==> src/rtl/q_log_pkg.sv <==
// ---------------------------------------------------------------------------
// q_log_pkg
// Shared definitions for the q_change_logger capture stage.
//   Q_W      : width of the captured register vector (q1..q3)
//   q_t      : one captured sample
//   entry_w  : width of one logged entry {ts, q} for a given timestamp width
//   entry_t  : packed {ts, q} entry at the default 8-bit timestamp width;
//              modules built with another TS_W declare the same layout
//              locally with their own timestamp width.
// ---------------------------------------------------------------------------
package q_log_pkg;

  localparam int Q_W      = 3;
  localparam int TS_W_DEF = 8;

  typedef logic [Q_W-1:0] q_t;

  function automatic int entry_w(input int ts_w);
    return ts_w + Q_W;
  endfunction

  typedef struct packed {
    logic [TS_W_DEF-1:0] ts;
    q_t                  q;
  } entry_t;

endpackage

==> src/rtl/q_log_fifo.sv <==
// ---------------------------------------------------------------------------
// q_log_fifo
// Small synchronous FIFO holding logged change entries. Read and write
// pointers carry one extra wrap bit so full and empty are told apart without
// a separate occupancy register; occupancy is the pointer difference.
// DEPTH must be a power of two and at least 2.
//
// Ports
//   clk   in  : rising-edge clock
//   rst   in  : synchronous active-high reset, discards all entries
//   push  in  : write din (accepted when not full, or full with a pop)
//   din   in  : entry to write
//   full  out : DEPTH entries held
//   pop   in  : remove head entry (ignored when empty)
//   dout  out : head entry; holds the last head value when empty, 0 after reset
//   empty out : no entries held
//   count out : current occupancy, 0..DEPTH
// ---------------------------------------------------------------------------
module q_log_fifo #(
  parameter int DEPTH = 4,
  parameter int WIDTH = 11
) (
  input  logic                     clk,
  input  logic                     rst,
  input  logic                     push,
  input  logic [WIDTH-1:0]         din,
  output logic                     full,
  input  logic                     pop,
  output logic [WIDTH-1:0]         dout,
  output logic                     empty,
  output logic [$clog2(DEPTH):0]   count
);

  localparam int AW = $clog2(DEPTH);

  logic [AW:0]      wr_ptr;
  logic [AW:0]      rd_ptr;
  logic [AW-1:0]    wr_idx;
  logic [AW-1:0]    rd_idx;
  logic [WIDTH-1:0] mem [DEPTH];
  logic [WIDTH-1:0] last_head;
  logic             pop_en;
  logic             push_en;

  assign wr_idx = wr_ptr[AW-1:0];
  assign rd_idx = rd_ptr[AW-1:0];

  // Same index with differing wrap bits means the writer lapped the reader.
  assign empty = (wr_ptr == rd_ptr);
  assign full  = (wr_ptr[AW] != rd_ptr[AW]) && (wr_idx == rd_idx);
  assign count = wr_ptr - rd_ptr;

  assign pop_en  = pop && !empty;
  // A pop in the same cycle frees the slot, so a full FIFO still accepts.
  assign push_en = push && (!full || pop_en);

  // NOTE: state registers use non-blocking assignments so every flop samples
  // the values from before the edge, independent of statement order.
  always_ff @(posedge clk) begin
    if (rst) begin
      wr_ptr <= '0;
      rd_ptr <= '0;
    end else begin
      if (push_en) wr_ptr <= wr_ptr + 1'b1;
      if (pop_en)  rd_ptr <= rd_ptr + 1'b1;
    end
  end

  // NOTE: the storage array has no reset; entries are only observed while the
  // pointers say they are valid, so stale contents are never visible.
  always_ff @(posedge clk) begin
    if (push_en) mem[wr_idx] <= din;
  end

  // Keeps dout stable and defined once the FIFO drains.
  always_ff @(posedge clk) begin
    if (rst) begin
      last_head <= '0;
    end else if (pop_en) begin
      last_head <= mem[rd_idx];
    end
  end

  assign dout = empty ? last_head : mem[rd_idx];

endmodule

==> src/rtl/q_change_logger.sv <==
// ---------------------------------------------------------------------------
// q_change_logger
// Capture stage for the three-register test netlist. Registers q_in every
// cycle, compares it with the last value seen as a change, and logs each
// change with a free-running cycle stamp into a small FIFO drained over a
// valid/ready interface. Changes arriving while the FIFO is full (with no
// simultaneous pop) are dropped and flagged on a sticky overflow bit.
//
// Ports
//   clk       in  : rising-edge clock
//   rst       in  : synchronous active-high reset; priority over all else
//   q_in      in  : {q3, q2, q1} from the upstream registers
//   out_valid out : head entry available
//   out_ready in  : consumer accepts head when out_valid is high
//   out_data  out : head entry {ts[TS_W-1:0], q[2:0]}
//   overflow  out : sticky, a change was dropped on a full FIFO
//   clr_ovf   in  : clears overflow (a same-cycle drop keeps it set)
//   count     out : FIFO occupancy
// ---------------------------------------------------------------------------
module q_change_logger
  import q_log_pkg::*;
#(
  parameter int DEPTH = 4,
  parameter int TS_W  = 8
) (
  input  logic                        clk,
  input  logic                        rst,
  input  logic [Q_W-1:0]              q_in,
  output logic                        out_valid,
  input  logic                        out_ready,
  output logic [entry_w(TS_W)-1:0]    out_data,
  output logic                        overflow,
  input  logic                        clr_ovf,
  output logic [$clog2(DEPTH):0]      count
);

  localparam int EW = entry_w(TS_W);

  typedef struct packed {
    logic [TS_W-1:0] ts;
    q_t              q;
  } log_entry_t;

  q_t              q_r;
  q_t              prev;
  logic [TS_W-1:0] ts;
  logic            chg;
  logic            pop;
  logic            push;
  logic            drop;
  logic            full;
  logic            empty;
  log_entry_t      push_entry;

  assign chg  = (q_r != prev);
  assign pop  = out_valid && out_ready;
  assign push = chg && (!full || pop);
  assign drop = chg && full && !pop;

  assign push_entry = '{ts: ts, q: q_r};

  // Sample register, last-logged value and cycle stamp. prev follows q_r on
  // every change, including dropped ones, so a lost change is not re-reported.
  always_ff @(posedge clk) begin
    if (rst) begin
      q_r  <= '0;
      prev <= '0;
      ts   <= '0;
    end else begin
      q_r <= q_in;
      ts  <= ts + TS_W'(1);
      if (chg) prev <= q_r;
    end
  end

  // A drop outranks a clear so a lost entry is never silently forgotten.
  always_ff @(posedge clk) begin
    if (rst) begin
      overflow <= 1'b0;
    end else if (drop) begin
      overflow <= 1'b1;
    end else if (clr_ovf) begin
      overflow <= 1'b0;
    end
  end

  q_log_fifo #(
    .DEPTH (DEPTH),
    .WIDTH (EW)
  ) u_fifo (
    .clk   (clk),
    .rst   (rst),
    .push  (push),
    .din   (push_entry),
    .full  (full),
    .pop   (pop),
    .dout  (out_data),
    .empty (empty),
    .count (count)
  );

  // Valid comes from the pointers only; out_ready never reaches it.
  assign out_valid = !empty;

endmodule

==> config.mk <==
export PLATFORM = sky130hd
export DESIGN_NAME = q_change_logger
export DESIGN_NICKNAME = d
export VERILOG_FILES = /design/src/rtl/q_log_pkg.sv /design/src/rtl/q_log_fifo.sv /design/src/rtl/q_change_logger.sv
export SDC_FILE = /design/constraint.sdc
export NUM_CORES = 1
export LEC_CHECK = 0
export ABC_AREA = 1
export CAP_MARGIN = 25
export CORE_MARGIN = 2
export CORE_UTILIZATION = 52
export CTS_CLUSTER_SIZE = 8
export DETAILED_ROUTE_END_ITERATION = 10
export MAX_ROUTING_LAYER = met4
export PLACE_DENSITY_LB_ADDON = 0.12
export SETUP_SLACK_MARGIN = 0.02
export SLEW_MARGIN = 10
export SYNTH_ARGS = -nofsm -noshare
export SYNTH_HDL_FRONTEND = slang
export SYNTH_SLANG_ARGS = --single-unit
==> constraint.sdc <==
create_clock -name clk -period 1.92 [get_ports clk]
set_input_delay 0.192 -clock clk [delete_from_list [all_inputs] [get_ports clk]]
set_output_delay 0.192 -clock clk [all_outputs]
set_load 0.03 [all_outputs]
# Yosys cells after proc, flatten, opt, wreduce, memory -nomap -nowiden

Memory sizes are Yosys's and may differ from the RTL's. A register that Yosys moved wholly into a read port is not among the register bits.
Index checks and enable logic that the tools add are counted.

Register bits after elaboration: 32
RAM bits: 44
Input bits: 7
Output and inout bits: 16
Word-level logic and storage cells: 36
Memories: 1

Memory list:

| name       | words | bits a word | rd ports | clocked after Yosys merged registers in | write ports | RTL line         | RTL |
|---|---|---|---|---|---|---|---|
| u_fifo.mem | 4     | 11          | 1        | 1                                       | 1           | q_log_fifo.sv:40 | `logic [WIDTH-1:0] mem [DEPTH];` |

$add $sub $neg: 4
Equality and inequality tests: 4
Mux-type cells: 7
Reduce and logical (&&, ||, !) cells: 13

Operators by type and width:

| kind                                         | count |
|---|---|
| 2-to-1 mux 11 bit                            | 1 |
| adder 8 x 1 -> 8 bit (second input constant) | 1 |
| logical AND 1 bit                            | 7 |
| adder 3 x 1 -> 3 bit (second input constant) | 2 |
| 2-to-1 mux 1 bit                             | 4 |
| 2-to-1 mux 2 bit                             | 2 |
| == test 3 bit                                | 1 |
| zero test 1 bit                              | 3 |
| != test 3 bit                                | 1 |
| subtractor 3 bit                             | 1 |
| == test 2 bit                                | 1 |
| logical OR 1 bit                             | 2 |
| nonzero test 2 bit                           | 1 |
| != test 1 bit                                | 1 |

# Depth between registers and ports, before layout

Gate-level depths: netlist (run 1).

Depth after elaboration: 8
Gate-level depth with buffers: 10
Gate-level depth less buffers: 10

# Hierarchy

A second synthesis (run 1) with hierarchy kept.

Cell total of the unflattened synthesis: 372
Area, all modules: 3394.5 µm²

Modules (own cells, without submodules):

| module          | times used | cells an instance | area each (µm²) | sequential area each (µm²) |
|---|---|---|---|---|
| q_log_fifo      | 1          | 293               | 2797.7          | 1701.6 |
| q_change_logger | 1          | 79                | 596.8           | 300.3 |

# Worst setup path after synthesis (run 1)

OpenSTA, ideal clock, no wires.

Kind: register to register
Start point: reg u_fifo.wr_ptr[0]
End point: mem u_fifo.mem[0][0] (enable)
Setup time: 0.378 ns
Arrival: 1.569 ns
Required time: 1.542 ns
Setup slack: -0.027 ns
Cell stages (with the launch flop): 8
Buffers on the path: 0
Period minus slack after synthesis: 1.947 ns
Path through: dfxtp_1 > inv_1 > ha_1 > nand2_1 > nor2_1 > nand2_1 > nand2_2 > nor2_1

Cells in the longest elaborated chain, start to end: 8
Elaborated cells on any way between the ends: 13
Those cells by class: eq/ne (2); mux (2); reduce/logical (9)

RTL lines:

| element                                               | RTL line                                                       | RTL |
|---|---|---|
| start, declared                                       | q_log_fifo.sv:36                                               | `logic [AW:0] wr_ptr;` |
| start signal, assigned                                | q_log_fifo.sv:64                                               | `if (push_en) wr_ptr <= wr_ptr + 1'b1;` |
| == test 3 bit or == test 2 bit (tied branches)        | q_log_fifo.sv:49, q_log_fifo.sv:50                             |  |
| zero test 1 bit or logical AND 1 bit (tied branches)  | q_log_fifo.sv:53, q_change_logger.sv:103, q_log_fifo.sv:50     |  |
| logical AND 1 bit or zero test 1 bit (tied branches)  | q_change_logger.sv:56, q_log_fifo.sv:55, q_change_logger.sv:57 |  |
| logical OR 1 bit or logical AND 1 bit (tied branches) | q_change_logger.sv:57, q_log_fifo.sv:53                        |  |
| logical AND 1 bit or logical OR 1 bit (tied branches) | q_change_logger.sv:57, q_log_fifo.sv:55                        |  |
| logical AND 1 bit                                     | q_log_fifo.sv:55                                               | `assign push_en = push && (!full \|\| pop_en);` |
| 2-to-1 mux 1 bit                                      | q_log_fifo.sv:72                                               | `if (push_en) mem[wr_idx] <= din;` |
| 2-to-1 mux 1 bit (implied by the code)                | q_log_fifo.sv:72                                               |  |
| end, declared                                         | q_log_fifo.sv:40                                               |  |

Parallel ways exist; a longest one is shown, timed or not.

# Worst setup path after layout (run 1)

Start point: reg u_fifo.wr_ptr[0]
End point: out out_data[8]

Cells in the longest elaborated chain, start to end: 2

RTL lines:

| element           | RTL line              | RTL |
|---|---|---|
| == test 3 bit     | q_log_fifo.sv:49      | `assign empty = (wr_ptr == rd_ptr);` |
| 2-to-1 mux 11 bit | q_log_fifo.sv:84      | `assign dout = empty ? last_head : mem[rd_idx];` |
| end, declared     | q_change_logger.sv:31 | `output logic [entry_w(TS_W)-1:0] out_data,` |

Every way passes these cells.

==> results of run 1 <==
==> state kept, by name, indices dropped and copies added, names as in the netlist, named ones only <==
name	flops
overflow	1
prev	3
q_r	3
ts	8
u_fifo.last_head	11
u_fifo.mem	44
u_fifo.rd_ptr	3
u_fifo.wr_ptr	3
==> cells in the mapped netlist, types with 2 or more instances <==
library cell   n
nand2_1       55
nor2_1        55
inv_1         47
edfxtp_1      44
dfxtp_1       34
o211ai_1      21
a31oi_1       12
a21oi_1        9
buf_2          8
ha_1           8
nand3_1        7
o21ai_0        7
o21ai_1        7
xor2_1         4
clkbuf_1       3
nand2_2        2
xnor2_1        2
==> power groups by stage <==
| stage | clock network, W | logic, W | registers, W |
|---|---|---|---|
| 6_report | 0.00127 | 0.00268 | 0.00208 |
| 5_1_grt | 0.00137 | 0.00286 | 0.00210 |
| 4_1_cts | 0.00130 | 0.00256 | 0.00207 |
| 3_5_place_dp | 0 | 0.00209 | 0.00209 |
| 3_3_place_gp | 0 | 0.00208 | 0.00208 |
| 2_1_floorplan | 0 | 0.00142 | 0.00208 |
==> routing by layer <==
| layer | routed length, um | part of all wire (%) | GRT usage (%) |
|---|---|---|---|
| met1 | 3040 | 47 | 26.6 |
| met2 | 3040 | 47 | 30.8 |
| met3 | 345 | 5.3 | 4.17 |
| met4 | 64 | 0.99 | 8.49 |
| met5 | 0 | 0 | - |
==> worst register-to-register path: stages (launching register included) <==
cell	delay, ns
dfxtp_2	0.35
inv_2	0.05
ha_4	0.28
nand2_4	0.06
buf_4	0.12
nor2_1	0.13
nand2_1	0.14
nand2_2	0.19
nor2_1	0.08
buf_4	0.18
==> what timing repair did <==
item | in CTS | in global routing
gates cloned | 1 | 0
endpoints found under the hold margin | 0 | 0
endpoints found under the setup margin | 13 | 30
hold buffers | 0 | 0
setup buffers | 8 | 2
resized for setup | 34 | 15
pin swaps | 4 | 1
==> stage by stage <==
| stage | setup TNS [ns] | cells | hold WS, ns | total power [W] | cell area [sq um] |
|---|---|---|---|---|---|
| global placement | 0 | 435 | 0.453 | 0.00416 | 3670 |
| floorplan | -1.28 | 335 | 0.299 | 0.00349 | 3310 |
| global route | -1.42 | 460 | 0.387 | 0.00634 | 4150 |
| detailed placement | 0 | 435 | 0.455 | 0.00418 | 3670 |
| CTS | -0.213 | 458 | 0.358 | 0.00593 | 4090 |
| finish | -0.617 | 460 | 0.375 | 0.00603 | 4150 |
==> worst max-delay path by stage <==
stage                      from                to  slack (ns)  cells after the start
5_1_grt        u_fifo.wr_ptr[0]       out_data[7]       -0.17                      9
2_1_floorplan  u_fifo.wr_ptr[0]  u_fifo.mem[0][0]       -0.03                      7
6_report       u_fifo.wr_ptr[0]       out_data[8]       -0.08                      9
3_5_place_dp   u_fifo.wr_ptr[0]  u_fifo.mem[2][9]         0.1                      8
3_3_place_gp   u_fifo.wr_ptr[0]  u_fifo.mem[0][6]        0.11                      8
4_1_cts        u_fifo.rd_ptr[0]       out_data[9]       -0.04                      8
==> cell type report <==
type	instances	share of cell area (%)
sequential	78	48.6
clock buffer	10	3.08
inverter	50	4.62
clock inverter	4	1.78
multi-input combinational	194	28.3
tap	75	2.26
timing repair buffer	49	11.4
==> cells by family after synthesis <==
group                      after synthesis  synth area share, %
buffers and inverters                   63                 7.80
and+or+nand+nor                        122                 14.6
xor gates and xnor gates                 6                 1.61
adders and majority gates                9                 3.67
AOI/OAI and AO/OA                       57                 11.1
DFF                                     78                 61.2
==> flow_metrics.tcl, run 1 <==
set metrics [dict create \
    status "finished with violations" \
    violations "negative setup slack" \
    swShare_pct 36.4 \
    drt_iter0_drc 134 \
    cts_max_level 3 \
    cts_tree "built" \
    yosys.area.top_type "edfxtp_1" \
    async_reset_ff_share_pct 0 \
    post_synth.cell_area_avg_sq_um 9.77 \
    p_int_w 0.00383 \
    syn_area_sq_mm 0.00327 \
    drv_slew 0 \
    dr.pass1.iters 4 \
    coreArea_sq_mm 0.00599 \
    cp_max_fo 8 \
    grt_max_degree 45 \
    worstSetupPathType "reg -> out" \
    insertion_delay_ns 0.33 \
    reg2reg_depth 9 \
    finalSetupViolCount 11 \
    p_comb_share_pct 44.4 \
    root_buffer "clkbuf_8" \
    finalCritPeriodShare_pct 104 \
    io_buffer_count 22 \
    finClkSkew_ns 0.00809 \
    hold_viol_final 0 \
    drcViolationCount 0 \
    synth_edf_count 44 \
    place_worst_setup_slack_ns 0.0968 \
    startpoint_type "flop" \
    grt_pass1_vias 2121 \
    yosys-top-cells-area "edfxtp_1 (40%), dfxtp_1 (21%), nand2_1 (6.3%)" \
    worstMarginPinSlew_ns 0.503 \
    ctsLongestPathBuffers 2 \
    hold_path_end "q_r[1]" \
    required_ns 1.73 \
    r2r_start "u_fifo.wr_ptr[0]" \
    final_nets 398 \
    ys_ff_latch 78 \
    vias 2297 \
    synth-main-ff-cell "edfxtp_1" \
    power.share.clock_pct 21.1 \
    seq_area_sq_mm 0.00201 \
    place.gp.congestion 0.792 \
    die_w_um 83.3 \
    rows 28 \
    track_usage_pct 20.3 \
    ys_seq_area_share_pct 61.2 \
    seqPwrFrac_pct 34.5 \
    min_path_cells 3 \
    final_cell_mix "nand2_1 (54), edfxtp_1 (44), inv_1 (43)" \
    grt_antenna_before_repair 0 \
    detailed_place_hpwl_mm 4.16 \
    cp_num_buf_inv 4 \
    design.portCount 23 \
    fin_util_pct 69.2 \
    synth_nets 351 \
    final_common_cell "nand2_1" \
    crit_family "buffers and inverters" \
    syn_inst 335 \
    switchingPower_w 0.00220 \
    initial_core_util_pct 54.6 \
    synth_cell_types 27 \
    die_h_um 83.3 \
    wl_per_cell_um 14.1 \
    max_slew_margin_pct 66.4 \
    clk_pin_slew_ns 0.07 \
    yosysWarnings 0 \
    regToRegSetupSlack_ns 0.10 \
    r2r-end "u_fifo.mem[1][0]" \
    slowest_delay_ns 0.35 \
    multi_input_area_sq_mm 0.00117 \
    fillers 446 \
    clkSinkCount 78 \
    cp_slowest_cell "dfxtp_2" \
    path_cells "inv_2, ha_4, nand2_4, inv_4, o21ai_4, buf_12, nor2_2, a31oi_1, buf_4" \
    leakagePower_nw 1.72 \
    synth_top_area_share_pct 40.4 \
    ant_nets 0 \
    powerDensity_mw_per_mm2 1450 \
    syn_to_final_growth_pct 26.8 \
    cp-end-kind "output port" \
    vdd_drop_max_uv 1030 \
    min-delay-start "q_in[1]" \
    maxCapViolCount 0 \
    drive_above_1_share_pct 24.2 \
    finalCriticalPeriod_ns 2.00 \
    finalWorstSetupSlack_ns -0.0794 \
    cp.arrival_ns 1.81 \
    hp-class "in -> reg" \
    numCtsBuffers 9 \
    insertedDiodeCount 0 \
    max_freq_ghz 0.500 \
    overflow 0 \
    via_per_inst 4.99 \
    rsz0062_at_grt "true" \
    grt_pass1_wl_mm 10.6 \
    drt-total-wl_mm 6.49 \
    die_area_sq_mm 0.00694 \
]
Note: power is estimated with default switching activity, not from simulation.
==> inputs of run 2 (changes only) <==
--- a/config.mk
+++ b/config.mk
@@ -7,14 +7,13 @@
 export LEC_CHECK = 0
 export ABC_AREA = 1
 export CAP_MARGIN = 25
-export CORE_MARGIN = 2
 export CORE_UTILIZATION = 52
 export CTS_CLUSTER_SIZE = 8
 export DETAILED_ROUTE_END_ITERATION = 10
 export MAX_ROUTING_LAYER = met4
 export PLACE_DENSITY_LB_ADDON = 0.12
 export SETUP_SLACK_MARGIN = 0.02
-export SLEW_MARGIN = 10
+export SLEW_MARGIN = 20
 export SYNTH_ARGS = -nofsm -noshare
 export SYNTH_HDL_FRONTEND = slang
 export SYNTH_SLANG_ARGS = --single-unit
==> run 2 against run 1 <==
Against the previous run:
- the run still ends with negative setup slack left
- cell area fell by 1.5%
- first-iteration DRC count rose by 24%
- clock skew is 0.0015 ns higher
- worst hold slack lost 0.0023 ns
- clock power decreased by 3%
- core utilization shrank 1.1 points
- maximum frequency rose by 2.9%
- critical path depth is 1 lower
- wire length fell by 4.3%
- combinational power down 3%
==> flow_metrics.tcl, run 2 (synthesized netlist as in run 1, its figures left out) <==
set metrics [dict create \
    regMostFlops "u_fifo.mem" \
    initial_core_util_pct 54.6 \
    grt_pass1_wl_mm 10.2 \
    overflow 0 \
    status "finished with violations" \
    finalWorstSetupSlack_ns -0.0239 \
    worstSetupPathType "reg -> out" \
    grt_busiest_layer "met2" \
    numCtsBuffers 9 \
    required_ns 1.73 \
    die_area_sq_mm 0.00661 \
    worstMarginPinSlew_ns 0.519 \
    fin_cells 453 \
    grt_max_degree 45 \
    vias 2264 \
    syn_to_final_growth_pct 24.8 \
    rows 28 \
    grt_antenna_before_repair 0 \
    setup_tns_ns -0.0824 \
    finalSetupViolCount 5 \
    maxCapViolCount 0 \
    cts_max_level 3 \
    detailed_place_hpwl_mm 3.90 \
    wl_per_cell_um 13.7 \
    design.portCount 23 \
    fin_util_pct 68.2 \
    multi_input_area_sq_mm 0.00118 \
    die_w_um 81.3 \
    coreArea_sq_mm 0.00599 \
    fillers 462 \
    track_usage_pct 22.1 \
    final_cell_mix "nand2_1 (54), nor2_1 (48), inv_1 (44), edfxtp_1 (44), dfxtp_1 (30)" \
    cp.arrival_ns 1.75 \
    dp_cells 431 \
    ctsLongestPathBuffers 2 \
    via_per_inst 5.00 \
    finClkSkew_ns 0.00962 \
    rsz0062_at_grt "true" \
    max_freq_ghz 0.514 \
    clk_pin_slew_ns 0.08 \
    postCtsHoldBufs 0 \
    hp-class "in -> reg" \
    vdd_drop_max_uv 977 \
    drive_above_1_share_pct 21.4 \
    largest_register_ffs 44 \
    drt-total-wl_mm 6.21 \
    ant_nets 0 \
    cp-end-kind "output port" \
    insertion_delay_ns 0.34 \
    grt_use_met1_pct 28.0 \
    startpoint_type "flop" \
    grt_pass1_vias 2137 \
    finalCritPeriodShare_pct 101 \
    root_buffer "clkbuf_8" \
    powerDensity_mw_per_mm2 1450 \
    max_slew_margin_pct 65.3 \
    io_buffer_count 22 \
    violations "negative setup slack" \
    finalCriticalPeriod_ns 1.94 \
    dr.pass1.iters 4 \
    cp_max_fo 9 \
    top_regs "u_fifo.mem (44), u_fifo.last_head (11), ts (8)" \
    drcViolationCount 0 \
    hold_viol_final 0 \
    final_nets 389 \
    insertedDiodeCount 0 \
    place.gp.congestion 0.793 \
    final_common_cell "nand2_1" \
    cts_tree "built" \
    clkSinkCount 78 \
    drt_iter0_drc 166 \
    drv_slew 0 \
    seq_area_sq_mm 0.00201 \
    grt_use_met3_pct 3.60 \
    die_h_um 81.3 \
    leakagePower_nw 1.66 \
    grtUsageMet2_pct 35.1 \
]
[run 2: cell count changes in the layout (fill, tap and decap cells not counted), sizes merged]
| cell | previous run | this run |
|---|---|---|
| clkinv | 4 | 3 |
| buf | 41 | 31 |
| dlymetal6s2s | 1 | 0 |
| inv | 48 | 49 |
| clkinvlp | 0 | 2 |
| clkbuf | 10 | 12 |
| bufinv | 2 | 1 |
| dlygate4sd2 | 0 | 1 |
[run 2: worst paths after layout]
check / start / to / slack [ns] / depth (start not counted)
max reg2reg: u_fifo.wr_ptr[0] / u_fifo.rd_ptr[0] / 0.22 / 10
min: q_in[2] / q_r[2] / 0.37 / 3
min reg2reg: overflow / overflow / 0.46 / 2
max: u_fifo.wr_ptr[0] / out_data[3] / -0.02 / 8
[run 2: power breakdown]
group          switching (W)  total [W]  internal (W)
combinational        0.00151    0.00259       0.00108
sequential          0.000110    0.00208       0.00197
clock               0.000589    0.00123      0.000639
[run 2: what timing repair did]
action / in CTS / in global routing
buffers inserted: 3 / 2
gates resized for setup: 35 / 9
cloned: 1 / 0
endpoints found under the setup margin: 13 / 12
hold endpoints to repair: 0 / 0
pin swaps: 3 / 4
[run 2: worst max-delay path, stage by stage, from the launching register on]
cell and delay [ns]:
dfxtp_2 0.35, inv_4 0.04, ha_4 0.27, nand2_4 0.05
inv_2 0.06, o21ai_4 0.09, buf_12 0.17, a31oi_2 0.22
buf_6 0.16
[run 2: final cells by class]
class,count,area share [%]
Timing Repair Buffer,40,9.87
Clock inverter,5,1.44
Inverter,50,4.69
Sequential cell,78,49.3
Multi-Input combinational cell,194,29.0
Tap cell,75,2.30
Clock buffer,11,3.46
[run 2: metrics by stage]
stage | power, W | hold WS, ns | setup slack [ns] | instance area [sq um]
floorplan | 0.00349 | 0.299 | -0.0272 | 3310
global route | 0.00622 | 0.389 | -0.0853 | 4080
CTS | 0.00584 | 0.365 | -0.0647 | 4040
detailed placement | 0.00417 | 0.453 | 0.140 | 3640
finish | 0.00590 | 0.372 | -0.0239 | 4080
global placement | 0.00414 | 0.451 | 0.194 | 3640
[run 2: layer usage]
metal	share of wire [%]	up-vias	wire length, um
li1	-	1177	-
met1	48	1037	2990
met2	47	37	2940
met3	2.7	13	167
met4	1.7	0	104
met5	0	-	0
==> patch 1, RTL diff (flow settings as in run 2) <==
Reset style: asynchronous (`rst`), changed in 4 clocked blocks. Comments in the files are not updated.
--- a/src/rtl/q_log_fifo.sv
+++ b/src/rtl/q_log_fifo.sv
@@ -57,5 +57,5 @@
   // NOTE: state registers use non-blocking assignments so every flop samples
   // the values from before the edge, independent of statement order.
-  always_ff @(posedge clk) begin
+  always_ff @(posedge clk or posedge rst) begin
     if (rst) begin
       wr_ptr <= '0;
@@ -74,5 +74,5 @@
 
   // Keeps dout stable and defined once the FIFO drains.
-  always_ff @(posedge clk) begin
+  always_ff @(posedge clk or posedge rst) begin
     if (rst) begin
       last_head <= '0;
--- a/src/rtl/q_change_logger.sv
+++ b/src/rtl/q_change_logger.sv
@@ -62,5 +62,5 @@
   // Sample register, last-logged value and cycle stamp. prev follows q_r on
   // every change, including dropped ones, so a lost change is not re-reported.
-  always_ff @(posedge clk) begin
+  always_ff @(posedge clk or posedge rst) begin
     if (rst) begin
       q_r  <= '0;
@@ -75,5 +75,5 @@
 
   // A drop outranks a clear so a lost entry is never silently forgotten.
-  always_ff @(posedge clk) begin
+  always_ff @(posedge clk or posedge rst) begin
     if (rst) begin
       overflow <= 1'b0;
Formal check against the unedited RTL: differs if rst is asserted again (counterexample within 4 cycles, from zero or initial values and one cycle with rst high); with rst held inactive, the same outputs for 10 cycles.
==> patch 1 against run 2 <==
The run still ends with setup timing left; count of clock-buffer cells in the layout down 2; core utilization up 3.6 points; routed wire length up 3.1%; setup slack worse by 0.093 ns; area after synthesis down 1.1%; sequential cell count down 2; design area up 4.6%.
Power is not shown: default switching activity piles up to over one toggle a cycle in this logic, so the estimate is an artifact.
==> patch 1: results <==
{
  "status": "finished with violations",
  "violations": "setup timing",
  "crit_arrival_ns": 1.85,
  "final_nets": 386,
  "clock_skew_ns": 0.00915,
  "worstMarginPinSlew_ns": 0.418,
  "worst_slack_ns": -0.117,
  "drtIter0Drc": 128,
  "hold_path_class": "in -> async",
  "grt_max_degree": 33,
  "grt_pass1_vias": 2012,
  "cts-root-buf": "clkbuf_8",
  "syn_nets": 328,
  "finalSetupViolCount": 11,
  "max_stage_delay_ns": 0.44,
  "ys_seq_area_frac": 0.656,
  "grt_pass1_wl_mm": 9.60,
  "cts_buffers": 9,
  "critPathMaxFanout": 6,
  "synth_edf_count": 44,
  "reg2reg_depth": 10,
  "cp_slowest_cell": "dfrtp_1",
  "top_regs": "u_fifo.mem x44, u_fifo.last_head x11, ts x8",
  "fillers": 427,
  "rr_endpoint": "u_fifo.last_head[1]",
  "r2r_start": "u_fifo.wr_ptr[1]",
  "synth_common_cells": "nand2_1 (93), edfxtp_1 (44), nor2_1 (39)",
  "dp_hpwl_mm": 3.72,
  "critPathTopFamily": "buffers and inverters",
  "synth_cell_types": 19,
  "worst-r2r-setup-slack_ns": 0.10,
  "grt_use_total": 0.213,
  "yosysMostFrequentCell": "nand2_1",
  "synthArstFlopShare": 0.421,
  "cts_max_level": 3,
  "vias": 2270,
  "wirelength_mm": 6.40,
  "synth.area.top_cells": "edfxtp_1 (41%), dfrtp_1 (25%), nand2_1 (11%)",
  "place.gp.congestion": 0.737,
  "drive_above_1_share": 0.301
}
## patch 1: cell types whose count changed after synthesis, moves of 8 or more
| cell | before | now |
|---|---|---|
| o211ai_1 | 21 | 0 |
| dfxtp_1 | 34 | 0 |
| inv_1 | 47 | 22 |
| o21ai_0 | 7 | 20 |
| o21ai_1 | 7 | 15 |
| dfrtp_1 | 0 | 32 |
| a21oi_1 | 9 | 0 |
| a31oi_1 | 12 | 0 |
| nand2_1 | 55 | 93 |
| nor2_1 | 55 | 39 |
## patch 1: cell families (layout without fill, tap and decap cells)
kind of cell,Yosys count,in the layout,share of synthesized area
simple gates,145,146,0.178
flops,76,76,0.656
buf+inv,37,99,0.0476
compound gates,35,35,0.0542
xor+xnor,10,10,0.0271
fa+ha+maj,9,9,0.0371
## patch 1: cell type report
type	instances	share of cell area
clock buffer	9	0.0290
clock inverter	7	0.0228
inverter	24	0.0246
sequential	76	0.497
timing repair buffer	58	0.143
tap	75	0.0220
timing repair inverter	1	0.00176
multi-input combinational	200	0.260
## patch 1: worst max-delay path by stage
stage / startpoint / endpoint / depth (start not counted) / slack [ns]
3_3_place_gp: u_fifo.rd_ptr[0] / out_data[8] / 8 / -0.21
3_5_place_dp: u_fifo.rd_ptr[1] / out_data[9] / 8 / -0.23
5_1_grt: u_fifo.rd_ptr[1] / out_valid / 7 / -0.18
4_1_cts: u_fifo.rd_ptr[1] / out_data[0] / 10 / -0.11
6_report: u_fifo.wr_ptr[1] / out_valid / 6 / -0.12
2_1_floorplan: u_fifo.rd_ptr[1] / u_fifo.mem[0][0] / 8 / 0.02
## patch 1: metrics by stage
stage | setup TNS [ns] | cells | hold slack (ns) | area [sq um] | setup slack [ns]
after global routing | -1.53 | 450 | 0.254 | 4270 | -0.181
after global placement | -1.97 | 420 | 0.462 | 3780 | -0.206
after detailed placement | -2.30 | 420 | 0.465 | 3780 | -0.226
final | -0.696 | 450 | 0.241 | 4270 | -0.117
after CTS | -0.614 | 444 | 0.255 | 4140 | -0.111
after floorplan | 0 | 312 | 0.223 | 3310 | 0.0202
## patch 1: tightest hold or removal path, cell delays in order
cell and delay [ns]:
clkdlybuf4s50_1 0.40, inv_1 0.06, buf_4 0.37
## patch 1: timing repair
| action | 4_1_cts | 5_1_grt |
|---|---|---|
| endpoints found under the setup margin | 13 | 58 |
| endpoints found under the hold margin | 0 | 0 |
| setup buffers | 6 | 5 |
| gates cloned | 2 | 1 |
| resized for setup | 94 | 31 |
| pin swaps | 11 | 17 |
## patch 1: per-layer routing
layer  track usage  vias up  routed length, microns
met4        0.0839        0                      98
met3        0.0708       12                     249
met5             -        -                       0
li1              -     1124                       -
met2         0.338       50                    3220
met1         0.252     1084                    2840
==> patch 2, RTL diff (flow settings as in run 2) <==
Made on the original files. Set the package constant `Q_W` to 6 (it was 3).
--- a/src/rtl/q_log_pkg.sv
+++ b/src/rtl/q_log_pkg.sv
@@ -11,5 +11,5 @@
 package q_log_pkg;
 
-  localparam int Q_W      = 3;
+  localparam int Q_W      = 6;
   localparam int TS_W_DEF = 8;
 
Interface: changed (resized out_data and q_in); port bits go from 23 to 29. The function was not compared with the original's and may differ.
==> patch 2 against run 2 <==
The run still ends with setup timing left; design area up 20%; sequential power is 31% higher; total power grew 17%; routed wire length rose by 26%; sequential cell count grew 21; core utilization decreased by 1.7 points; register-to-register slack got worse by 0.07 ns; maximum frequency is 0.79% lower; sequential share of layout area rose by 2.8 points; synthesized cell count increased by 24%; area after synthesis rose by 23%; setup slack got worse by 0.016 ns; first-iteration DRC count rose by 11%.
==> patch 2: results <==
{
  "violations": "setup timing",
  "finalSetupViolCount": 8,
  "critPathMaxFanout": 8,
  "worst-r2r-setup-slack_ns": 0.15,
  "grt_pass1_vias": 2757,
  "drive_above_1_share": 0.179,
  "whs_ns": 0.345,
  "place_inst": 545,
  "worst_slack_ns": -0.0394,
  "drtIter0Drc": 185,
  "ir_drop_mv": 0.581,
  "synth.area.top_cells": "edfxtp_1 (42%), dfxtp_1 (21%), nor2_1 (8.1%)",
  "syn_nets": 434,
  "place_ws_ns": 0.140,
  "dp_hpwl_mm": 5.16,
  "top_regs": "u_fifo.mem x56, u_fifo.last_head x14, ts x8",
  "status": "finished with violations",
  "wirelength_mm": 7.85,
  "vias_per_cell": 5.10,
  "power_leakage_nw": 2.03,
  "place.gp.congestion": 0.733,
  "grt_pass1_wl_mm": 13.3,
  "portBuffers": 28,
  "place_area_sq_mm": 0.00453,
  "crit_arrival_ns": 1.77
}
## patch 2: cell count changes after synthesis, moves of 7 or more
cell	change
o21ai_1	-7
o22ai_1	+14
o21ai_0	+40
nand2_1	+19
a31oi_1	-11
dfxtp_1	+9
nor2_1	+32
o211ai_1	-21
edfxtp_1	+12
## patch 2: metal layers
layer  global-route usage  up-vias  part of all wire  wire [microns]
li1                     -     1448                 -               -
met1                0.301     1337              0.47            3680
met2                0.326       90              0.46            3600
met3               0.0347       15             0.050             392
met4               0.0927        0             0.022             173
met5                    -        -                 0               0
## patch 2: path summary, 6_finish.rpt
path / from / cells past startpoint / to
setup / recovery: u_fifo.wr_ptr[0] / 8 / out_data[8]
hold / removal: q_in[2] / 3 / q_r[2]
setup reg to reg: u_fifo.wr_ptr[0] / 9 / u_fifo.mem[0][8]
hold reg to reg: overflow / 2 / overflow
## patch 2: final cells by class
class                   instances  area [sq um]
repair inverters                1          7.51
fillers                       566          2470
flip-flops and latches         99          2550
multi-input cells             256          1330
clock inverters                 6          63.8
clock buffers                  10           128
repair buffers                 51           523
inverters                      45           175
well taps                      99           124
## patch 2: metrics by stage
stage,power [mW],TNS [ns]
after floorplan,4.40,0
after global placement,5.25,0
after detailed placement,5.30,0
after CTS,6.88,-0.214
after global routing,7.30,-1.43
final,6.91,-0.175
## patch 2: kinds of logic (layout without fill, tap and decap cells)
| family | Yosys count | in the layout | synth area share |
|---|---|---|---|
| AND/OR/NAND/NOR | 174 | 174 | 0.177 |
| flip-flops | 99 | 99 | 0.632 |
| AO/OA/AOI/OAI | 69 | 69 | 0.0905 |
| buffers and inverters | 60 | 113 | 0.0622 |
| adder cells (fa/ha/maj) | 9 | 9 | 0.0299 |
| XOR/XNOR | 4 | 4 | 0.00871 |
## patch 2: repair_timing
item                                   in CTS  in global routing
endpoints found under the hold margin       0                  0
pin swaps                                  17                  2
buffers inserted                            2                  3
resized for setup                          29                  8
cloned                                      1                  0
setup endpoints to repair                  16                 15
## patch 2: worst max-delay path, cell delays in order (launching register included)
cell and delay [ns]:
dfxtp_2 0.35, inv_2 0.05, ha_4 0.27, nand2_4 0.07
nor2_8 0.14, clkinvlp_4 0.21, nand2_1 0.11, nand2_1 0.07
buf_6 0.14
## patch 2: power groups by stage
stage | combinational, mW | clock, mW | sequential [mW]
after floorplan | 1.69 | 0 | 2.71
after global placement | 2.50 | 0 | 2.75
after detailed placement | 2.54 | 0 | 2.76
after CTS | 2.82 | 1.33 | 2.73
after global routing | 3.11 | 1.42 | 2.77
final | 2.88 | 1.30 | 2.73
